===== src/rtl/mux_2x1_pkg.sv =====
// Shared width constants for the datapath 2:1 word multiplexers.
package mux_2x1_pkg;

    localparam int unsigned REG_ADDR_W = 5;
    localparam int unsigned DATA_W     = 32;
    localparam int unsigned WIDTH_MAX  = 64;

endpackage : mux_2x1_pkg


===== src/rtl/mux_2x1_reg.sv =====
// WIDTH-bit pipeline register with synchronous active-low clear.
module mux_2x1_reg
    import mux_2x1_pkg::*;
#(
    parameter int unsigned WIDTH = DATA_W
) (
    input  logic             clk,
    input  logic             rst_n,
    input  logic [WIDTH-1:0] d,
    output logic [WIDTH-1:0] q
);

    always_ff @(posedge clk) begin
        if (!rst_n) begin
            q <= '0;
        end else begin
            q <= d;
        end
    end

endmodule : mux_2x1_reg


===== src/rtl/mux_2x1.sv =====
// Parameterised 2:1 word mux with optional registered copy of the output.
// Build option: define MUX2X1_REG_OUT_EN to include the pipeline register.
module mux_2x1
    import mux_2x1_pkg::*;
#(
    parameter int unsigned WIDTH = DATA_W
) (
    input  logic             clk,
    input  logic             rst_n,
    input  logic [WIDTH-1:0] input0,
    input  logic [WIDTH-1:0] input1,
    input  logic             SEL,
    output logic [WIDTH-1:0] mux_out,
    output logic [WIDTH-1:0] mux_out_q,
    output logic             sel_unknown
);

    // An unknown select poisons every output bit rather than merging the inputs.
    always_comb begin
        mux_out     = input0;
        sel_unknown = 1'b0;
        if (SEL == 1'b1) begin
            mux_out = input1;
        end else if (SEL == 1'b0) begin
            mux_out = input0;
        end
`ifndef SYNTHESIS
        else begin
            mux_out     = {WIDTH{1'bx}};
            sel_unknown = 1'b1;
        end
`endif
    end

`ifdef MUX2X1_REG_OUT_EN
    mux_2x1_reg #(
        .WIDTH (WIDTH)
    ) u_out_reg (
        .clk   (clk),
        .rst_n (rst_n),
        .d     (mux_out),
        .q     (mux_out_q)
    );
`else
    // Register path not built: clock and reset are intentionally dangling.
    logic unused_clk_rst;
    assign unused_clk_rst = &{1'b0, clk, rst_n};
    assign mux_out_q      = '0;
`endif

endmodule : mux_2x1


===== config.mk =====
export PLATFORM = sky130hd
export DESIGN_NAME = mux_2x1
export DESIGN_NICKNAME = d
export VERILOG_FILES = /design/src/rtl/mux_2x1_pkg.sv /design/src/rtl/mux_2x1_reg.sv /design/src/rtl/mux_2x1.sv
export SDC_FILE = /design/constraint.sdc
export NUM_CORES = 1
export LEC_CHECK = 0
export BUFFER_PORTS_ARGS = -buffer_cell sky130_fd_sc_hd__buf_2
export CORE_MARGIN = 2
export CORE_UTILIZATION = 32
export DETAILED_ROUTE_END_ITERATION = 7
export PLACE_DENSITY = 0.91
export SYNTH_ARGS = -nofsm -noshare
export SYNTH_HDL_FRONTEND = slang
export SYNTH_SLANG_ARGS = --single-unit

===== constraint.sdc =====
create_clock -name vclk -period 1.6
set_clock_uncertainty 0.15 [all_clocks]
set_input_delay 0 -clock vclk [all_inputs]
set_output_delay 0 -clock vclk [all_outputs]
set_load 0.05 [all_outputs]

==> results of run 1 <==
cells in the final DEF, fill, tap and decap left out:
cell / instances
buf_12: 1
buf_2: 97
conb_1: 33
mux2_2: 2
mux2_4: 30
kinds of logic (layout without fill, tap and decap cells):
| family | Yosys count | in the layout | share of synthesized area (%) |
|---|---|---|---|
| other cells | 1 | 33 | 0.471 |
| buf+inv | 37 | 98 | 40.1 |
| mux | 32 | 32 | 59.4 |
metal layers:
metal	up-vias	global-route usage, %	wire [µm]
li1	357	-	-
met1	334	13.4	682
met2	48	25.2	1220
met3	0	0.278	222
met4	0	0	0
met5	-	0	0
cell usage after synthesis, drive strengths merged:
| cell type | instances |
|---|---|
| conb | 1 |
| buf | 37 |
| mux2 | 32 |
final cells by class:
type,instances,area [µm²]
fill,241,1270
multi-input combinational,65,597
timing repair buffer,98,505
tap,30,37.5
worst max-delay path: stages:
cell and delay (ns):
buf_2 0.10, buf_12 0.23, mux2_2 0.36, buf_2 0.21
power groups by stage:
stage	registers, mW	logic, mW	clock network [mW]
CTS	0	0.674	0
global route	0	0.704	0
finish	0	0.672	0
detailed placement	0	0.674	0
global placement	0	0.665	0
floorplan	0	0.614	0
through the flow:
stage | power, mW | setup slack [ns] | hold slack [ns] | std cells | instance area, µm²
4_1_cts | 0.674 | 0.527 | 0.291 | 193 | 1140
3_5_place_dp | 0.674 | 0.525 | 0.291 | 193 | 1140
2_1_floorplan | 0.614 | 0.811 | 0.0724 | 102 | 916
3_3_place_gp | 0.665 | 0.541 | 0.290 | 193 | 1140
5_1_grt | 0.704 | 0.509 | 0.301 | 193 | 1140
6_report | 0.672 | 0.544 | 0.289 | 193 | 1140
final timing paths:
check,from,to,slack [ns]
setup / recovery,SEL,mux_out[29],0.54
hold / removal,input0[0],mux_out[0],0.29
==> flow_metrics.py, run 1 <==
metrics = {
    "outcome": {
        "status": "finished clean",
    },
    "min_path": {
        "hold_path_class": "in -> out",
        "whs_path_depth": 3,
    },
    "synth": {
        "synth_top_area_share_pct": 56.6,
        "synth_warnings": 0,
        "netlist.top_cell.by_area": "mux2_4",
        "synth.distinct_cells": 6,
        "syn_area_um2": 796,
        "synthTopCellsByArea": "mux2_4 57%, buf_4 31%, buf_12 7.5%",
        "synth_seq_area_share_pct": 0,
        "synthCells": 70,
        "synth.avg_cell_area_um2": 11.4,
    },
    "power": {
        "powerDensity_nw_per_um2": 589,
        "p_seq_share_pct": 0,
        "leakage_nw": 0.752,
        "internal_power_mw": 0.194,
        "ir_worst_vdd_mv": 0.421,
        "swShare_pct": 71.2,
        "p_clk_share_pct": 0,
        "pwr-share-comb_pct": 100.0,
        "switchingPower_mw": 0.478,
    },
    "cts": {
        "cts_resized": 0,
        "cts_setup_buffers": 0,
        "hold_buffers": 0,
    },
    "worst_setup_path": {
        "endpoint_kind": "output pin",
        "crit_fanout": 32,
        "worstSetupStartpointType": "input port",
        "crit_type": "in -> out",
        "cp_data_required_time_ns": 1.45,
        "crit_arrival_ns": 0.91,
    },
    "placed_design": {
        "dp.final_hpwl_mm": 1.97,
        "port_buffers": 97,
        "gp_congestion": 0.691,
    },
    "layout": {
        "nNetsFinal": 232,
        "final-seq-area_um2": 0,
        "area_delta_synth_final_pct": 43.2,
        "layout-drive-gt1-share_pct": 79.8,
        "clkbuf_count": 0,
        "seq_cells": 0,
        "final_core_util_pct": 47.3,
        "diodes": 0,
    },
    "detailed_routing": {
        "ant_nets": 0,
        "avgRoutedWirePerCell_um": 11.0,
        "drc": 0,
        "vias": 739,
        "drt_iter0_drc": 3,
        "via_per_inst": 3.83,
        "wl_mm": 2.12,
        "first_pass_iters": 3,
    },
    "floorplanning": {
        "core.rowCount": 18,
        "io_pins": 132,
        "die_y_um": 53.9,
        "coreArea_um2": 2410,
        "die_w_um": 53.9,
        "start_util_pct": 33.0,
        "die_area_um2": 2900,
    },
    "sta": {
        "fin_crit_ns": 1.06,
        "rsz0062_at_grt": "false",
        "fmax_mhz": 947,
        "setup_viol": 0,
        "hold_violations": 0,
        "setup-tns-final_ns": 0,
        "post-route-period-util_pct": 66.0,
        "drv_slew": 0,
    },
    "global_routing": {
        "antenna_found_initial": 0,
        "gr-usage-all-layers_pct": 11.8,
        "grt_pass1_wl_mm": 2.58,
        "grt_overflow_total": 0,
        "grt_max_degree": 33,
        "grt_pass1_vias": 622,
    },
    "run": {
        "drv_cap": 0,
    },
}
No activity file was read; power rests on OpenSTA's default activity.
==> run 2: changes to the inputs <==
--- a/config.mk
+++ b/config.mk
@@ -5,11 +5,12 @@
 export SDC_FILE = /design/constraint.sdc
 export NUM_CORES = 1
 export LEC_CHECK = 0
+export ABC_AREA = 1
 export BUFFER_PORTS_ARGS = -buffer_cell sky130_fd_sc_hd__buf_2
 export CORE_MARGIN = 2
-export CORE_UTILIZATION = 32
+export CORE_UTILIZATION = 28
 export DETAILED_ROUTE_END_ITERATION = 7
-export PLACE_DENSITY = 0.91
+export PLACE_DENSITY = 0.84
 export SYNTH_ARGS = -nofsm -noshare
 export SYNTH_HDL_FRONTEND = slang
 export SYNTH_SLANG_ARGS = --single-unit
==> constraint.sdc (replaced) <==
create_clock -name vclk -period 1.1
set_clock_uncertainty 0.15 [all_clocks]
set_input_delay 0 -clock vclk [all_inputs]
set_output_delay 0 -clock vclk [all_outputs]
set_load 0.05 [all_outputs]
==> run 2 against run 1 <==
Core utilization shrank 4.5 points. Critical path type unchanged. Worst setup slack worse by 0.35 ns. Clock-buffer cell count stayed put. Die area up 6.2%. Sequential share of layout area unchanged. Non-clock buffer count rose by 1. Via count increased by 33%. Highest routed layer unchanged. Critical path depth rose by 1. Final cell count rose by 34%. Flip-flop and latch count unchanged. Total power rose by 37%.
==> flow_metrics.py, run 2 <==
metrics = {
    "sta": {
        "setup-tns-final_ns": 0,
        "post-route-period-util_pct": 82.3,
        "setup_viol": 0,
        "fin_crit_ns": 0.905,
        "hold_violations": 0,
        "rsz0062_at_grt": "false",
        "fmax_mhz": 1100,
        "worst_slack_ns": 0.195,
        "hold-worst-slack_ns": 0.229,
        "drv_slew": 0,
    },
    "synth": {
        "synthCells": 138,
        "netlist.top_cell.by_area": "nand2_1",
        "synth_warnings": 0,
        "synthMostInstantiatedCell": "nand2_1",
        "synth_top_area_share_pct": 43.4,
        "synth.avg_cell_area_um2": 5.39,
        "synth.distinct_cells": 8,
        "synth_seq_area_share_pct": 0,
        "synth_common_cells": "86 x nand2_1, 33 x buf_4, 10 x nand2_2",
        "syn_area_um2": 743,
        "synthTopCellsByArea": "nand2_1 43%, buf_4 33%, nand2_2 8.4%",
    },
    "layout": {
        "layout-drive-gt1-share_pct": 48.0,
        "layout_commonest_cell": "buf_2",
        "nNetsFinal": 298,
        "seq_cells": 0,
        "layout.cells.non_filler": 259,
        "final-seq-area_um2": 0,
        "diodes": 0,
        "final_core_util_pct": 42.8,
        "final_area_um2": 1070,
        "clkbuf_count": 0,
        "area_delta_synth_final_pct": 44.1,
        "final_cell_mix": "97 x buf_2, 86 x nand2_1, 33 x conb_1",
    },
    "placed_design": {
        "dp_slack_ns": 0.189,
        "dp.final_hpwl_mm": 1.68,
        "port_buffers": 97,
        "place_inst": 259,
        "postPlaceCellArea_um2": 1070,
        "gp_congestion": 0.693,
    },
    "cts": {
        "hold_buffers": 0,
        "cts_setup_buffers": 0,
        "cts_resized": 0,
    },
    "floorplanning": {
        "die_w_um": 55.5,
        "die_y_um": 55.5,
        "die_area_um2": 3080,
        "core.rowCount": 18,
        "io_pins": 132,
        "start_util_pct": 29.7,
        "coreArea_um2": 2500,
    },
    "power": {
        "powerDensity_nw_per_um2": 858,
        "leakage_nw": 0.800,
        "finalPower_mw": 0.919,
        "ir_worst_vdd_mv": 0.509,
    },
    "detailed_routing": {
        "ant_nets": 0,
        "vias": 985,
        "avgRoutedWirePerCell_um": 7.58,
        "drc": 0,
        "wl_mm": 1.96,
        "first_pass_iters": 4,
        "drt_iter0_drc": 21,
        "via_per_inst": 3.80,
    },
    "global_routing": {
        "grt_overflow_total": 0,
        "antenna_found_initial": 0,
        "grt_pass1_wl_mm": 3.06,
        "grt_pass1_vias": 806,
        "grt_max_degree": 33,
        "gr-usage-all-layers_pct": 11.1,
    },
    "min_path": {
        "hold_path.startpoint": "input1[30]",
        "hold_path_class": "in -> out",
    },
    "worst_setup_path": {
        "cp_data_required_time_ns": 0.95,
        "worstSetupStartpointType": "input port",
        "endpoint_kind": "output pin",
        "worstSetupStartpoint": "SEL",
        "crit_type": "in -> out",
        "crit_arrival_ns": 0.76,
        "crit_fanout": 10,
    },
    "run": {
        "drv_cap": 0,
    },
    "outcome": {
        "status": "finished clean",
    },
}
-- run 2: cell count changes after synthesis --
cell      delta
mux2_2       -2
nand2_2     +10
nand2_1     +86
buf_6        +2
clkbuf_8     +3
mux2_4      -30
buf_12       -2
inv_8        +1
-- run 2: kinds of logic (layout without fill, tap and decap cells) --
family / Yosys count / in the layout / share of synthesized area [%]
buffers and inverters: 41 / 100 / 47.6
other: 1 / 33 / 0.505
AND/OR/NAND/NOR: 96 / 96 / 51.9
-- run 2: power breakdown --
part           internal [mW]  leakage, nW  switching, mW  total (mW)
clock network              0            0              0           0
registers                  0            0              0           0
logic                  0.196        0.800          0.723       0.919
-- run 2: path summary, 6_finish.rpt --
check,end,slack [ns],cells after the start
setup / recovery,mux_out[24],0.19,5
hold / removal,mux_out[30],0.23,4
-- run 2: area by class of cell --
class | count | area [µm²]
fill | 283 | 1430
timing repair buffer | 99 | 513
multi-input combinational | 129 | 509
tap | 30 | 37.5
inverter | 1 | 11.3
-- run 2: layer usage --
| metal | wire, µm | vias to the layer above | GRT usage (%) |
|---|---|---|---|
| li1 | - | 521 | - |
| met1 | 707 | 394 | 11.1 |
| met2 | 1020 | 70 | 24.1 |
| met3 | 235 | 0 | 2.34 |
| met4 | 0 | 0 | 0 |
| met5 | 0 | - | 0 |
-- run 2: critical path: stages --
cell and delay, ns:
buf_2 0.18, buf_4 0.20, nand2_1 0.06, nand2_1 0.06, buf_2 0.26
